==> src/rtl/fasttwosum_stream_accum.sv <==
`default_nettype none
// ============================================================================
// Module      : fasttwosum_stream_accum
// Description : Streaming signed reduction. Each valid beat of LANES operands
//               is summed by a fully registered binary adder tree. A
//               post-tree accumulator then adds successive beats until the
//               last beat, or until MAX_BEATS beats have been taken.
//               Optional feature macro: FTS_ACCUM_SATURATE_EN
//                 defined   -> the accumulator clamps on overflow
//                 undefined -> the accumulator wraps modulo 2**ACC_WIDTH_O
// Revision    : 1.0 - initial release
// ============================================================================
module fasttwosum_stream_accum #(
    parameter int DATA_WIDTH_I = 8,
    parameter int LANES        = 32,
    parameter int MAX_BEATS    = 16,
    parameter int ACC_WIDTH_O  = DATA_WIDTH_I + $clog2(LANES) + $clog2(MAX_BEATS)
) (
    input  logic                              clk_i,
    input  logic                              rst_ni,
    input  logic                              i_valid,
    input  logic                              i_last,
    input  logic [LANES*DATA_WIDTH_I-1:0]     i_vec,
    output logic                              o_valid,
    output logic [ACC_WIDTH_O-1:0]            o_sum,
    output logic [$clog2(MAX_BEATS+1)-1:0]    o_beats,
    output logic                              o_forced,
    output logic                              o_overflow
);

    localparam int TREE_DEPTH = $clog2(LANES);
    localparam int TREE_WIDTH = DATA_WIDTH_I + TREE_DEPTH;
    localparam int PADDED     = 1 << TREE_DEPTH;
    localparam int CNT_W      = $clog2(MAX_BEATS + 1);
    localparam int MAX_W      = (ACC_WIDTH_O > TREE_WIDTH) ? ACC_WIDTH_O : TREE_WIDTH;
    localparam int SUM_W      = MAX_W + 1;

    // Input lanes, zero-padded up to a power of two so every tree level pairs evenly
    logic [DATA_WIDTH_I-1:0] lane_in [PADDED];

    for (genvar j = 0; j < PADDED; j++) begin : g_pad
        if (j < LANES) begin : g_lane
            assign lane_in[j] = i_vec[j*DATA_WIDTH_I +: DATA_WIDTH_I];
        end else begin : g_zero
            assign lane_in[j] = '0;
        end
    end

    // Level 0 is the input register; level k holds PADDED>>k partial sums,
    // each one bit wider than the level before so no tree add can overflow.
    for (genvar k = 0; k <= TREE_DEPTH; k++) begin : g_lvl
        localparam int NODES = PADDED >> k;
        localparam int LW    = DATA_WIDTH_I + k;

        logic [LW-1:0] node [NODES];
        logic          vld;
        logic          lst;

        if (k == 0) begin : g_stage0
            // Capture the beat; a last flag without valid is dropped here
            always_ff @(posedge clk_i or negedge rst_ni) begin
                if (!rst_ni) begin
                    vld <= 1'b0;
                    lst <= 1'b0;
                    for (int j = 0; j < NODES; j++) node[j] <= '0;
                end else begin
                    vld <= i_valid;
                    lst <= i_valid & i_last;
                    for (int j = 0; j < NODES; j++) node[j] <= lane_in[j];
                end
            end
        end else begin : g_add
            // Sign-extended pairwise add, with valid/last travelling alongside
            always_ff @(posedge clk_i or negedge rst_ni) begin
                if (!rst_ni) begin
                    vld <= 1'b0;
                    lst <= 1'b0;
                    for (int j = 0; j < NODES; j++) node[j] <= '0;
                end else begin
                    vld <= g_lvl[k-1].vld;
                    lst <= g_lvl[k-1].lst;
                    for (int j = 0; j < NODES; j++) begin
                        node[j] <= {g_lvl[k-1].node[2*j][LW-2],   g_lvl[k-1].node[2*j]}
                                 + {g_lvl[k-1].node[2*j+1][LW-2], g_lvl[k-1].node[2*j+1]};
                    end
                end
            end
        end
    end

    logic [TREE_WIDTH-1:0] tree_sum;
    logic                  tree_vld;
    logic                  tree_lst;

    assign tree_sum = g_lvl[TREE_DEPTH].node[0];
    assign tree_vld = g_lvl[TREE_DEPTH].vld;
    assign tree_lst = g_lvl[TREE_DEPTH].lst;

    // Accumulator state
    logic [ACC_WIDTH_O-1:0]   acc;
    logic [CNT_W-1:0]         cnt;
    logic                     acc_ovf;

    // Terminated vector, staged one cycle before the output register
    logic                     done;
    logic [ACC_WIDTH_O-1:0]   fin_sum;
    logic [CNT_W-1:0]         fin_beats;
    logic                     fin_forced;
    logic                     fin_ovf;

    logic [SUM_W-1:0]             sum_ext;
    logic [SUM_W-ACC_WIDTH_O:0]   sum_hi;
    logic                         sum_ovf;
    logic [ACC_WIDTH_O-1:0]       acc_next;
    logic [CNT_W-1:0]             cnt_next;
    logic                         max_hit;
    logic                         term;

    // Exact sum at a width that cannot overflow, then range check and reduce.
    // The sum fits ACC_WIDTH_O iff all bits from the result sign bit upward agree.
    always_comb begin
        sum_ext  = {{(SUM_W-ACC_WIDTH_O){acc[ACC_WIDTH_O-1]}}, acc}
                 + {{(SUM_W-TREE_WIDTH){tree_sum[TREE_WIDTH-1]}}, tree_sum};
        sum_hi   = sum_ext[SUM_W-1:ACC_WIDTH_O-1];
        sum_ovf  = ~((&sum_hi) | ~(|sum_hi));
`ifdef FTS_ACCUM_SATURATE_EN
        if (sum_ovf) begin
            acc_next = sum_ext[SUM_W-1] ? {1'b1, {(ACC_WIDTH_O-1){1'b0}}}
                                        : {1'b0, {(ACC_WIDTH_O-1){1'b1}}};
        end else begin
            acc_next = sum_ext[ACC_WIDTH_O-1:0];
        end
`else
        acc_next = sum_ext[ACC_WIDTH_O-1:0];
`endif
        cnt_next = cnt + CNT_W'(1);
        max_hit  = (cnt_next == CNT_W'(MAX_BEATS));
        term     = tree_vld & (tree_lst | max_hit);
    end

    // Accumulate tree results; on termination hand off and start a fresh vector
    always_ff @(posedge clk_i or negedge rst_ni) begin
        if (!rst_ni) begin
            acc        <= '0;
            cnt        <= '0;
            acc_ovf    <= 1'b0;
            done       <= 1'b0;
            fin_sum    <= '0;
            fin_beats  <= '0;
            fin_forced <= 1'b0;
            fin_ovf    <= 1'b0;
        end else begin
            done <= term;
            if (tree_vld) begin
                if (term) begin
                    acc        <= '0;
                    cnt        <= '0;
                    acc_ovf    <= 1'b0;
                    fin_sum    <= acc_next;
                    fin_beats  <= cnt_next;
                    fin_forced <= max_hit & ~tree_lst;
                    fin_ovf    <= acc_ovf | sum_ovf;
                end else begin
                    acc        <= acc_next;
                    cnt        <= cnt_next;
                    acc_ovf    <= acc_ovf | sum_ovf;
                end
            end
        end
    end

    // Result register: loads only on a strobe, otherwise holds the last vector
    always_ff @(posedge clk_i or negedge rst_ni) begin
        if (!rst_ni) begin
            o_valid    <= 1'b0;
            o_sum      <= '0;
            o_beats    <= '0;
            o_forced   <= 1'b0;
            o_overflow <= 1'b0;
        end else begin
            o_valid <= done;
            if (done) begin
                o_sum      <= fin_sum;
                o_beats    <= fin_beats;
                o_forced   <= fin_forced;
                o_overflow <= fin_ovf;
            end
        end
    end

endmodule
`default_nettype wire

==> config.mk <==
export PLATFORM = sky130hd
export DESIGN_NAME = fasttwosum_stream_accum
export DESIGN_NICKNAME = d
export VERILOG_FILES = /design/src/rtl/fasttwosum_stream_accum.sv
export SDC_FILE = /design/constraint.sdc
export NUM_CORES = 1
export LEC_CHECK = 0
export ABC_AREA = 1
export CELL_PAD_IN_SITES_DETAIL_PLACEMENT = 1
export CELL_PAD_IN_SITES_GLOBAL_PLACEMENT = 1
export CORE_MARGIN = 4
export CORE_UTILIZATION = 51
export CTS_BUF_LIST = sky130_fd_sc_hd__clkbuf_4
export DETAILED_ROUTE_END_ITERATION = 6
export PLACE_DENSITY = 0.89
export SYNTH_ARGS = -nofsm -noshare
export SYNTH_HDL_FRONTEND = slang
export SYNTH_SLANG_ARGS = --single-unit
==> constraint.sdc <==
create_clock -name clk_i -period 4.2 [get_ports clk_i]
set_clock_uncertainty 0.2 [all_clocks]
set_input_delay 0.42 -clock clk_i [delete_from_list [all_inputs] [get_ports clk_i]]
set_output_delay 0.42 -clock clk_i [all_outputs]
set_load 0.1 [all_outputs]
[After elaboration in Yosys (flattened, before gate mapping)]
Index checks and enable logic that the tools add are counted.
Word-level totals
  register bits: 646
  logic and storage cells: 137
  bits of input ports: 260
Cells by class
  equal/unequal tests: 1
  muxes and demuxes: 3
  add/sub/neg operators: 33
  bitwise operators: 9
  reductions and logical operators: 3
Operator list (number)
  8-bit by 8-bit adder with 9-bit output: 16
  9-bit by 9-bit adder with 10-bit output: 8
  10-bit by 10-bit adder with 11-bit output: 4
  11-bit by 11-bit adder with 12-bit output: 2
  17-bit by 13-bit adder with 18-bit output: 1
  17-bit 2-to-1 mux: 1
  12-bit by 12-bit adder with 13-bit output: 1
  5-bit by 1-bit adder with 5-bit output (second input constant): 1
  5-bit equality test (second input constant): 1
  5-bit 2-to-1 mux: 1
  2-bit AND reduction: 2
  1-bit AND: 3
  1-bit inverter: 3
  1-bit bitwise OR: 3
  2-bit OR reduction: 1
  1-bit 2-to-1 mux: 1

[Depth between registers and ports, before layout]
Gate-level depths: netlist (run 1).
  depth after elaboration: 7
  depth in mapped cells: 13

[Worst setup path after synthesis (run 1)]
OpenSTA, ideal clock, no wires.
  kind: flip-flop to flip-flop
  from: register acc[0]
  to: register fin_sum[12]
  library setup time: 0.128 ns
  path buffers: 0
  period minus slack after synthesis: 1.988 ns
  cell stages (with the launch flop): 10
  setup slack: 2.212 ns
  arrival: 1.660 ns
  path through: dfrtp_1 > ha_1 > fa_1 > nand2_1 > nand2_1 > nand3_1 > nand2_1 > a21oi_1 > xor2_1 > o21ai_0
Between the ends
  longest elaborated chain between the ends: 1
Ends and longest elaborated chain
  start, declared: RTL line 100  | logic [ACC_WIDTH_O-1:0] acc;
  start signal, assigned: RTL line 164  | acc <= acc_next;
  17-bit by 13-bit adder with 18-bit output: RTL line 123  | + {{(SUM_W-TREE_WIDTH){tree_sum[TREE_WIDTH-1]}}, tree_sum};
  end signal, assigned: RTL line 159  | fin_sum <= acc_next;
  end, declared: RTL line 106  | logic [ACC_WIDTH_O-1:0] fin_sum;
Every way passes these cells.
A chain may end at the register's enable or synchronous reset.

[Worst setup path in the final report (run 1)]
  from: register g_lvl[1].node[119] in the netlist's numbering
  to: register g_lvl[2].node[69] in the netlist's numbering
Between the ends
  longest elaborated chain between the ends: 1
Ends and longest elaborated chain
  start, declared: RTL line 55  | logic [LW-1:0] node [NODES];
  start signal, assigned by index: RTL line 83  | node[j] <= {g_lvl[k-1].node[2*j][LW-2], g_lvl[k-1].node[2*j]}
  9-bit by 9-bit adder with 10-bit output: RTL line 84  | + {g_lvl[k-1].node[2*j+1][LW-2], g_lvl[k-1].node[2*j+1]};
  end signal, assigned by index: RTL line 83
  end, declared: RTL line 55
Every way passes these cells.

==> metrics, run 1 <==
latest clock arrival within the worst-skew pair=1.13 ns; grt total ovfl=0; met2 usage=70.5%; FP Rows=86; max incr delay on CP=0.81 ns; most frequent cells in the layout=dfrtp_1, nand2_1, inv_1, ha_1, clkdlybuf4s50_1; post-synth top area cell=dfrtp_1; GR Layer Usage met1=40.4%; top_reg_cell synth=dfrtp_1; crit start category=flop; H-tree depth=4; CP required=5.02 ns; largest net degree at the start of global routing=112; global routing's busiest layer=met2; first-pass GRT wire length=182000 µm; crit path cell chain=ha_1, a21oi_1, nand2_1, a21oi_1, o21ai_0, nand2_1, nand3_1, o21ai_0; Min Hold Slack=0.0751 ns; status=finished, final reports clean; # port buffers=284; DRT Wirelength=141000 µm; GRT met3 Usage=10.3%; worst flop-to-flop path endpoint=g_lvl[2].node[69]; crit path DAT=4.16 ns; detailed-route via count=26500; Power Density=744 nW/µm²; Clock Tree Buf Depth=3; Layout Area Growth over Synthesis=29.8%; die area=60400 µm²; Setup CP Type=reg2reg; Max transition margin=5.20%; Ports=285; top cell type's share of synthesized area=56.0%; Placed Instances=3626; Critical Path Fanout Max=4; die width=246 µm; hold depth=2; total negative slack=0 ns; RSZ-0062 raised after global routing=false; Hold Crit Class=in2reg; leakage power=18.2 nW; DR vias/cell=6.31; share of post-route cells with drive strength above 1=8.84%; post-synth cell types=39; core area=55500 µm²; syn_nets=3178; synth warn=0; TritonCTS buffer count=165; synth top area cells=dfrtp_1, ha_1, xor2_1, nand2_1, inv_1; Cell Area, Synth=28900 µm²; fin crit share=79.4%; worst reg2reg setup slack=0.87 ns; Clock Pin Slew Worst Setup and Hold Paths=0.14 ns; Cells after Synth=2594; R2R cell count=8; CP Capture Type=flop; HPWL after DPL=56100 µm; drc violations=0; maximum clock frequency=0.300 GHz; Post-CTS Setup Bufs=0; vias in the first global route=29200; CTS tree=done; Synth Register Bits=646; fin nets=3890; final hold vios=0; worst-margin pin slew=1.41 ns; Synth async-reset ratio=100%; Sink Count=646; syn avg cell area=11.1 µm²; Slew Viols, Final=0; drt first pass iters=5; Period minus WS final=3.33 ns; worst hold endpoint=g_lvl[0].node[147]; DRT antenna net count=0; hold path start=i_vec[107]; worst vdd ir=0.434 mV; Starting DRT DRC Count=2833; wire length per cell=33.6 µm; initial core utilization=52.0%; fin cells=4203; RR Startpoint=g_lvl[1].node[119]; total track usage=40.4%; Die Height=246 µm; final-report setup violation count=0; leading cell type in the layout, fill and taps excluded=dfrtp_1; Critical-path top delay cell=a21oi_1; post-synthesis sequential area ratio=56.0%; clk root buf=clkbuf_4; max cap viols=0; GP Congestion=0.858; initial antenna violation count=16; Post-synth EDFFs=0
area by class of cell:
| class | instances | area, µm² |
|---|---|---|
| clock inverters | 55 | 273 |
| diodes | 26 | 65.1 |
| multi-input cells | 1619 | 11400 |
| clock buffers | 235 | 1760 |
| well taps | 748 | 936 |
| flip-flops and latches | 646 | 16200 |
| inverters | 319 | 1200 |
| fillers | 5743 | 18100 |
| repair buffers | 555 | 5630 |
worst max-delay path by stage:
stage               cells after the start  slack [ns]                from           endpoint
global placement                        9        1.96              cnt[0]       fin_beats[0]
global route                            8        0.58  g_lvl[1].node[119]  g_lvl[2].node[69]
detailed placement                      9        1.73              cnt[0]       fin_beats[0]
CTS                                     1        0.97           o_sum[14]          o_sum[14]
finish                                  8        0.87  g_lvl[1].node[119]  g_lvl[2].node[69]
floorplan                               9        2.21              acc[0]        fin_sum[12]
through the flow:
step	worst slack, ns	power [mW]	area [µm²]	utilization, %
after floorplan	2.21	15.6	28900	-
after global placement	1.96	17.9	32700	58.9
after detailed placement	1.73	18.7	32700	58.9
after CTS	0.975	24.6	37400	67.3
after global routing	0.582	28.6	37400	67.4
final	0.867	27.9	37400	67.4
synthesized netlist by cell type (all sizes together) (17+ instances only):
| master | number |
|---|---|
| o21ai | 105 |
| a21oi | 217 |
| o22ai | 17 |
| inv | 319 |
| nand4 | 38 |
| o211ai | 25 |
| mux2 | 23 |
| dfrtp | 646 |
| ha | 292 |
| nand3 | 82 |
| fa | 32 |
| nand2 | 396 |
| xnor2 | 52 |
| nor2 | 110 |
| xor2 | 176 |
kinds of logic (layout without fill, tap and decap cells):
logic type	after synthesis	after routing	share of synthesized area, %
multiplexers	23	23	0.898
buffers and inverters	329	1164	4.43
other	0	26	0
AND/OR/NAND/NOR	645	645	9.26
XOR/XNOR	228	228	6.95
flip-flops	646	646	56.0
adder cells (fa/ha/maj)	324	324	14.9
AO/OA/AOI/OAI	399	399	7.56
power by group:
part / switching (mW) / internal (mW)
logic: 8.60 / 4.08
registers: 1.08 / 7.78
clock network: 3.67 / 2.65
total: 13.3 / 14.5
metal layers:
metal  up-vias  part of all wire, %
met1     13000                   31
met5         -                0.096
li1      10100                    -
met2      2264                   47
met3      1159                  9.2
met4        20                   12
state kept, by name, indices dropped and copies added, names as in the netlist:
register / count
fin_forced: 1
o_overflow: 1
fin_beats: 5
g_lvl.vld: 6
o_valid: 1
done: 1
acc_ovf: 1
o_sum: 17
fin_ovf: 1
g_lvl.node: 561
o_forced: 1
g_lvl.lst: 6
cnt: 5
fin_sum: 17
acc: 17
o_beats: 5
repair_timing:
item	in CTS	in global routing
endpoints found under the hold margin	774	0
hold buffers	261	0
resized for setup	0	0
critical path: cells and delay by family (launching register included):
| family | cells | cell delay (ns) |
|---|---|---|
| adder cells (fa/ha/maj) | 1 | 0.39 |
| AO/OA/AOI/OAI | 4 | 1.50 |
| flip-flops | 1 | 0.64 |
| AND/OR/NAND/NOR | 3 | 0.47 |
Power figures use the tool's default switching activity.
==> run 2, diff against run 1 <==
--- a/config.mk
+++ b/config.mk
@@ -9,10 +9,10 @@
 export CELL_PAD_IN_SITES_DETAIL_PLACEMENT = 1
 export CELL_PAD_IN_SITES_GLOBAL_PLACEMENT = 1
 export CORE_MARGIN = 4
-export CORE_UTILIZATION = 51
+export CORE_UTILIZATION = 47
 export CTS_BUF_LIST = sky130_fd_sc_hd__clkbuf_4
 export DETAILED_ROUTE_END_ITERATION = 6
-export PLACE_DENSITY = 0.89
+export PLACE_DENSITY = 0.83
 export SYNTH_ARGS = -nofsm -noshare
 export SYNTH_HDL_FRONTEND = slang
 export SYNTH_SLANG_ARGS = --single-unit
==> constraint.sdc (replaced) <==
create_clock -name clk_i -period 3.1 [get_ports clk_i]
set_clock_uncertainty 0.2 [all_clocks]
set_input_delay 0.31 -clock clk_i [delete_from_list [all_inputs] [get_ports clk_i]]
set_output_delay 0.31 -clock clk_i [all_outputs]
set_load 0.1 [all_outputs]
==> metrics, run 2 (synthesis results as in run 1) <==
fin crit share=88.2%; vias in the first global route=26800; Hold Crit Class=in2reg; Clock Tree Buf Depth=3; clk root buf=clkbuf_4; status=finished, final reports clean; maximum clock frequency=0.366 GHz; R2R cell count=7; crit path DAT=3.41 ns; hold path start=i_vec[64]; total track usage=30.3%; CP startpoint=g_lvl[1].node[90]; leading cell type in the layout, fill and taps excluded=dfrtp_1; Clock Pin Slew Worst Setup and Hold Paths=0.11 ns; Sink Count=646; Period minus WS final=2.74 ns; DRT Wirelength=98200 µm; largest net degree at the start of global routing=87; total negative slack=0 ns; final hold vios=0; final-report setup violation count=0; leakage power=18.4 nW; fin nets=3920; FP Rows=90; core area=60600 µm²; Starting DRT DRC Count=1234; top register by number of flip-flops=g_lvl.node; H-tree depth=4; Layout Area Growth over Synthesis=30.2%; initial core utilization=47.6%; Power Density=895 nW/µm²; drt first pass iters=5; grt total ovfl=0; detailed-route via count=22700; crit start category=flop; CP required=3.78 ns; worst reg2reg setup slack=0.36 ns; post_cts resized=0; max incr delay on CP=0.58 ns; TritonCTS buffer count=165; CP Capture Type=flop; HPWL after DPL=52100 µm; CTS tree=done; Setup CP Type=reg2reg; # port buffers=284; Min Hold Slack=0.0749 ns; most frequent cells in the layout=dfrtp_1, nand2_1, inv_1, ha_1, dlygate4sd3_1; Post-CTS Setup Bufs=0; initial antenna violation count=9; Slew Viols, Final=0; Ports=285; GP Congestion=0.850; met2 usage=57.6%; Critical Path Fanout Max=3; crit path cell chain=ha_1, inv_1, fa_1, o21ai_0, nand4_1, o211ai_1, xor2_1; global routing's busiest layer=met2; worst vdd ir=0.386 mV; CP Capture Point=g_lvl[2].node[58]; die width=256 µm; max cap viols=0; Die Height=256 µm; DR vias/cell=5.36; worst-margin pin slew=1.01 ns; RR Startpoint=g_lvl[1].node[90]; drc violations=0; worst flop-to-flop path endpoint=g_lvl[2].node[58]; Max transition margin=32.5%; max FFs per register=561; first-pass GRT wire length=154000 µm; share of post-route cells with drive strength above 1=9.43%; wire length per cell=23.2 µm; RSZ-0062 raised after global routing=false; GRT met3 Usage=5.69%; DRT antenna net count=0; die area=65400 µm²; GR Layer Usage met1=30.7%; Critical-path top delay cell=o21ai_0; latest clock arrival within the worst-skew pair=1.03 ns
run 2: cell types whose count changed in the layout (fill, tap and decap cells not counted):
cell             before  now
bufinv_16             1    2
clkinv_4              2    0
clkinvlp_4            5    6
clkbuf_4            235  224
clkdlybuf4s50_1     283  258
clkinv_1             34   33
clkinv_2              9    7
buf_16                1    0
diode_2              26    9
inv_6                 0    1
buf_4                 4   38
dlygate4sd3_1       260  281
buf_12                6    7
run 2: cell type report:
class	count	area (µm²)
fill	6366	23000
sequential	646	16200
multi-input combinational	1619	11400
timing repair buffer	585	5840
clock buffer	224	1680
inverter	319	1200
tap	782	978
clock inverter	53	288
antenna	9	22.5
run 2: worst max-delay path: cells and delay by family (launching register included):
| kind | cells | cell delay, ns |
|---|---|---|
| DFF | 1 | 0.45 |
| buffers and inverters | 1 | 0.07 |
| and+or+nand+nor | 1 | 0.19 |
| AOI/OAI and AO/OA | 2 | 0.76 |
| adders and majority gates | 2 | 0.65 |
| xor gates and xnor gates | 1 | 0.27 |
run 2: what timing repair did:
action | CTS | global route
setup endpoints to repair | 0 | 0
hold endpoints to repair | 904 | 1
hold buffers | 281 | 1
run 2: worst min-delay path by stage:
stage,endpoint,slack (ns),cells after the start
after floorplan,acc[0],-0.19,0
after global placement,g_lvl[1].node[47],0.12,1
after detailed placement,g_lvl[1].node[46],0.12,1
after CTS,g_lvl[0].node[123],0.0006,2
after global routing,g_lvl[0].node[197],0.01,2
final,g_lvl[0].node[184],0.07,2
run 2: report_power, final:
group          total, mW  internal [mW]  switching (mW)
Sequential          11.7           10.5            1.12
Combinational       14.3           5.33            9.01
Clock               7.64           3.52            4.12
run 2: metal layers:
metal	vias to the layer above	wire, µm
met3	371	3820
met1	11500	33900
met4	0	6250
met5	-	0
li1	10100	-
met2	748	54200
run 2: stage by stage:
step | cells | setup WS (ns) | instance area, µm² | power [mW] | utilization, %
2_1_floorplan | 2594 | 1.11 | 28900 | 21.1 | -
4_1_cts | 4227 | 0.632 | 37500 | 32.7 | 62.0
3_3_place_gp | 3669 | 0.892 | 32800 | 24.5 | 54.1
3_5_place_dp | 3669 | 0.681 | 32800 | 25.2 | 54.1
5_1_grt | 4236 | 0.316 | 37600 | 36.0 | 62.0
6_report | 4237 | 0.365 | 37600 | 33.6 | 62.0
==> variant 1: new RTL, settings of run 2 <==
Build with the macro `FTS_ACCUM_SATURATE_EN` defined.
--- a/src/rtl/fasttwosum_stream_accum.sv
+++ b/src/rtl/fasttwosum_stream_accum.sv
@@ -10,6 +10,8 @@
 //                 undefined -> the accumulator wraps modulo 2**ACC_WIDTH_O
 // Revision    : 1.0 - initial release
 // ============================================================================
+`define FTS_ACCUM_SATURATE_EN
+
 module fasttwosum_stream_accum #(
     parameter int DATA_WIDTH_I = 8,
     parameter int LANES        = 32,
Formal check against the unedited RTL: same outputs for any inputs over 4 cycles, from zero or initial values and one cycle with rst_ni low; that may be too few to reach the edited logic, so the function may still have changed.
==> variant 1 against run 2 <==
Sequential cell count stayed put; worst setup slack worse by 0.19 ns; sequential power hardly changed; cell area is 0.52% higher; critical path depth is 2 higher; fmax is 6.4% lower; area after synthesis is 1.3% lower; core utilization is 1.5 points higher; first-iteration DRC count is 1.9% lower; power is 3.2% higher; non-clock buffer count is 40 higher; wire length is 6.0% higher.
==> variant 1: results (changes against run 2) <==
[grt] GRT Total Usage 31.55% [+1.2 points]
[yosys] post-synthesis xor/xnor area fraction 6.921% [-0.026 points]
[critical_path] worst-path fanout max 2 [-1]
[yosys] post-synthesis sequential area ratio 56.77% [+0.75 points]
[place] routability-driven placement congestion ratio 0.8404 [-1.1%]
[place] worst-case setup slack after placement 0.2100 ns [-0.4708 ns]
[min_path] beginning of the worst hold path i_vec[157]
[detailed_routing] detailed-route via count 22440 [-1.1%]
[critical_path] family with the most delay on the worst path compound AO/OA/AOI/OAI gates
[place] detailed placement HPWL 51610 um [-0.98%]
[yosys] Post-synth top cells dfrtp_1, nand2_1, inv_1
[yosys] Area contributors post-synth dfrtp_1, ha_1, nand2_1, xor2_1, inv_1
[place] placed instance count 3587 [-2.2%]
[grt] global-route wire length before repair 153800 um [-0.18%]
[layout] number of flip-flops under the largest register name 561 [unchanged]
[critical_path] slowest library cell on the worst path o21ai_0
[detailed_routing] TritonRoute pass-1 iters 5 [unchanged]
[yosys] Syn Inst Count 2523 [-2.7%]
[yosys] multiplexer share of the synthesized area 0.9491% [+0.051 points]
[critical_path] Reg2Reg Launch Point g_lvl[0].node[80]$_DFF_PN0_
[critical_path] arrival time worst endpoint 3.62 ns [+0.21 ns]
[grt] maximum number of pins on one net before global-route repair 89 [+2.3%]
[critical_path] cells on worst reg2reg path 9 [+2]
[clock_tree] Inserted Clock Buffers 172 [+4.2%]
[min_path] WHS Path Cells 2 [unchanged]
[yosys] adder-cell area share of the yosys netlist 15.08% [+0.20 points]
[clock_tree] number of gates resized after cts 0 [unchanged]
[yosys] synthesized-area fraction occupied by ao, oa, aoi and oai cells 7.364% [-0.20 points]
[yosys] synthesized netlist net count 3107 [-2.2%]
[clock_tree] clock transition at the registers of the reported paths 0.10 ns
[timing] worst slew margin relative to its limit 36.86% [+4.4 points]
[pwr] Max rail drop VDD 0.0004644 V [+20%]
[grt] antenna violations before repair 9 [unchanged]
[clock_tree] Root Buffer Master clkbuf_4
[layout] proportion of layout cells with a drive suffix above 1 10.14% [+0.71 points]
[yosys] library cells used by synthesis 40 [+2.6%]
[pwr] leakage power total 18.36 nW [about the same]
[critical_path] CP max stage delay 0.50 ns [-0.08 ns]
[grt] vias in the first global route 26532 [-1.0%]
[min_path] destination of the worst hold path g_lvl[0].node[101]$_DFF_PN0_
[yosys] share of flip-flops with an asynchronous set or reset after synthesis 100.0% [unchanged]
[critical_path] endpoint of the worst-slack reg-to-reg timing path g_lvl[1].node[53]$_DFF_PN0_
[detailed_routing] drt first-iter violations 1210 [-1.9%]
[status] result of the run finished, final reports clean
[critical_path] Worst R2R Setup Slack 0.18 ns [-0.19 ns]
[detailed_routing] drt wl/cell 24.72 um [+6.6%]
[detailed_routing] Detailed Route WL 104100 um [+6.0%]
[clock_tree] clock latency on the worst-skew pair 1.08 ns [+0.05 ns]
[min_path] hold crit path type in2reg
[layout] total number of nets in the final design 3892 [-0.71%]
## variant 1: cell types whose count changed after synthesis, sizes merged, moves of 17 or more
cell	before	now
nand3	82	60
o22ai	17	0
nand2	396	426
nor2	110	61
a21oi	217	199
o211ai	25	0
o21ai	105	134
## variant 1: worst max path at each step
stage / startpoint / end / slack [ns] / cells after the start
final: g_lvl[0].node[80]$_DFF_PN0_ / g_lvl[1].node[53]$_DFF_PN0_ / 0.18 / 9
after global routing: acc[0]$_DFFE_PN0P_ / fin_sum[13]$_DFFE_PN0P_ / -0.01 / 16
after CTS: acc[0]$_DFFE_PN0P_ / fin_sum[14]$_DFFE_PN0P_ / 0.15 / 17
after detailed placement: acc[0]$_DFFE_PN0P_ / fin_sum[14]$_DFFE_PN0P_ / 0.21 / 17
after global placement: acc[0]$_DFFE_PN0P_ / acc[0]$_DFFE_PN0P_ / 0.37 / 17
after floorplan: acc[0]$_DFFE_PN0P_ / acc[10]$_DFFE_PN0P_ / 0.74 / 18
## variant 1: power by group
part,internal [mW],switching [mW]
Clock,3.89,4.23
Combinational,5.57,9.28
Sequential,10.5,1.18
## variant 1: stage by stage
step	cell area, um2	hold WS [ns]
floorplan	28470	-0.1856
global placement	32400	0.08631
detailed placement	32400	0.09041
CTS	37700	0.0001916
global route	37770	-0.001505
finish	37780	0.03507
## variant 1: cell families after synthesis
| logic type | Yosys count |
|---|---|
| xor gates and xnor gates | 225 |
| AOI/OAI and AO/OA | 391 |
| adders and majority gates | 324 |
| and+or+nand+nor | 584 |
| DFF | 646 |
| muxes | 24 |
| buffers and inverters | 329 |
## variant 1: routing by layer
metal / track usage (%) / up-vias / wire length [um]
li1: - / 9907 / -
met1: 31.14 / 11292 / 35550
met2: 60.14 / 814 / 56840
met3: 6.170 / 425 / 4053
met4: 20.06 / 2 / 7636
met5: 0 / - / 13
## variant 1: cell type report
type,count,area (um2)
clock buffer,240,1802
timing repair buffer,625,6266
fill,6119,21690
tap,773,967.2
clock inverter,49,315.3
inverter,315,1182
multi-input combinational,1548,11040
antenna,15,37.54
sequential,646,16170
## variant 1: timing repair
| item | CTS | global route |
|---|---|---|
| setup endpoints to repair | 0 | 12 |
| hold endpoints to repair | 904 | 0 |
| hold buffers | 316 | 0 |
| buffers inserted | 0 | 4 |
==> variant 2: new RTL, flow settings as in run 2 <==
Made on the original files. Remove the register `o_valid`: a continuous assignment takes its place, so the output `o_valid` follows one clock earlier.
--- a/src/rtl/fasttwosum_stream_accum.sv
+++ b/src/rtl/fasttwosum_stream_accum.sv
@@ -172,13 +172,11 @@
     // Result register: loads only on a strobe, otherwise holds the last vector
     always_ff @(posedge clk_i or negedge rst_ni) begin
         if (!rst_ni) begin
-            o_valid    <= 1'b0;
             o_sum      <= '0;
             o_beats    <= '0;
             o_forced   <= 1'b0;
             o_overflow <= 1'b0;
         end else begin
-            o_valid <= done;
             if (done) begin
                 o_sum      <= fin_sum;
                 o_beats    <= fin_beats;
@@ -188,6 +186,8 @@
         end
     end
 
+    assign o_valid = done;
+
 endmodule
 `default_nettype wire
 
Check against the original RTL: not equivalent (Yosys sat finds a counterexample within 10 cycles, from zero or initial values and one cycle with rst_ni low).
==> variant 2 against run 2 <==
Wire length grew 6.3%; power rose by 2.8%; area after synthesis hardly changed; critical path type unchanged; sequential cell count down 1; core utilization is 1.0 points higher; cell area up 1.6%; worst setup slack got worse by 0.12 ns.
==> variant 2: results (changes against run 2) <==
[status] result of the run finished, final reports clean
[pwr] power share of the sequential group 33.8% [-0.9 points]
[layout] Sequential cell area 16140 um2 [-0.15%]
[layout] CLK BUF 243 [+8.5%]
[grt] global-route wire length before repair 157100 um [+2.0%]
[layout] comb_multi_in 1619 [unchanged]
[layout] Clock Network Area Fraction 5.601% [+0.36 points]
[yosys] Area contributors post-synth dfrtp_1, ha_1, xor2_1, nand2_1, inv_1
[critical_path] Worst R2R Setup Slack 0.25 ns [-0.12 ns]
[place] routability-driven placement congestion ratio 0.8265 [-2.8%]
[clock_tree] clock latency on the worst-skew pair 1.07 ns [+0.04 ns]
[detailed_routing] Via-to-Cell Ratio 5.413 [+1.1%]
[yosys] post-synthesis sequential area ratio 55.99% [about the same]
[timing] transition time at the pin with the least slew margin 0.7903 ns [-0.2229 ns]
[layout] Antenna Cells 13 [+4]
[grt] maximum number of pins on one net before global-route repair 116 [+33%]
[layout] non-clock buffer area fraction after layout 16.49% [+0.96 points]
[layout] post-route insts no fill 4285 [+1.1%]
[detailed_routing] drt first-iter violations 1360 [+10%]
[layout] fill cell total of the finished layout 6364 [-0.031%]
[layout] register with the most flip-flops g_lvl.node
[yosys] Syn Inst Count 2593 [-0.039%]
[detailed_routing] met3 wire len 4687 um [+23%]
[critical_path] source of the critical timing path g_lvl[0].node[152]$_DFF_PN0_
[pwr] Power Internal 19.97 mW [+3.0%]
[min_path] beginning of the worst hold path i_vec[237]
[critical_path] endpoint of the worst-slack reg-to-reg timing path g_lvl[1].node[89]$_DFF_PN0_
[critical_path] Reg2Reg Launch Point g_lvl[0].node[152]$_DFF_PN0_
[critical_path] arrival time worst endpoint 3.56 ns [+0.15 ns]
[detailed_routing] detailed-routed wire length on met2 55050 um [+1.5%]
[grt] met3 track utilization from global routing 5.907% [+0.22 points]
[yosys] Post-synth top cells dfrtp_1, nand2_1, inv_1
[grt] M2 GR Usage 57.17% [-0.39 points]
[min_path] destination of the worst hold path g_lvl[0].node[21]$_DFF_PN0_
[pwr] leakage power total 18.62 nW [+1.5%]
[place] Port-buffer cells 284 [unchanged]
[grt] vias in the first global route 27096 [+1.1%]
[grt] met1 layer usage reported by global route 32.02% [+1.4 points]
[critical_path] CP max stage delay 0.54 ns [-0.04 ns]
[pwr] Max rail drop VDD 0.0004379 V [+13%]
[clock_tree] clock tree sinks 645 [-0.15%]
[layout] total number of nets in the final design 3965 [+1.1%]
[layout] Signal buffers 628 [+7.4%]
[detailed_routing] Met1 Wirelength 36640 um [+8.0%]
[detailed_routing] top routing layer in use met5
[detailed_routing] drt wl/cell 24.36 um [+5.1%]
[grt] antenna violations before repair 12 [+3]
[place] placed instance count 3663 [-0.16%]
[yosys] synthesized netlist net count 3177 [-0.031%]
[clock_tree] Inserted Clock Buffers 168 [+1.8%]
[critical_path] cells on worst reg2reg path 9 [+2]
[grt] GRT Total Usage 30.98% [+0.68 points]
[layout] proportion of layout cells with a drive suffix above 1 9.513% [+0.082 points]
[critical_path] worst-path fanout max 2 [-1]
[place] detailed placement HPWL 50230 um [-3.6%]
[pwr] part of the power in the clock network 24.0% [+1.3 points]
-- variant 2: cells by family after synthesis --
family,count (synthesis),synth area share (%)
AOI/OAI and AO/OA,399,7.569
xor gates and xnor gates,228,6.953
adders and majority gates,324,14.90
buffers and inverters,329,4.431
DFF,645,55.99
muxes,23,0.8984
and+or+nand+nor,645,9.266
-- variant 2: per-stage QoR --
stage / cell area [um2] / hold WS (ns) / setup slack, ns / total power, mW / utilization, %
final: 38200 / 0.04318 / 0.2476 / 34.59 / 63.05
after CTS: 38170 / 0.0003473 / 0.3043 / 33.17 / 63.00
after global placement: 32710 / 0.09221 / 0.8989 / 24.46 / 53.98
after detailed placement: 32710 / 0.1058 / 0.6279 / 25.03 / 53.98
after global routing: 38200 / 0.01607 / 0.1789 / 36.79 / 63.05
after floorplan: 28830 / -0.1856 / 0.8589 / 21.13 / -
-- variant 2: timing repair --
item	in CTS	in global routing
endpoints found under the hold margin	903	0
buffers inserted	0	0
hold buffers	330	0
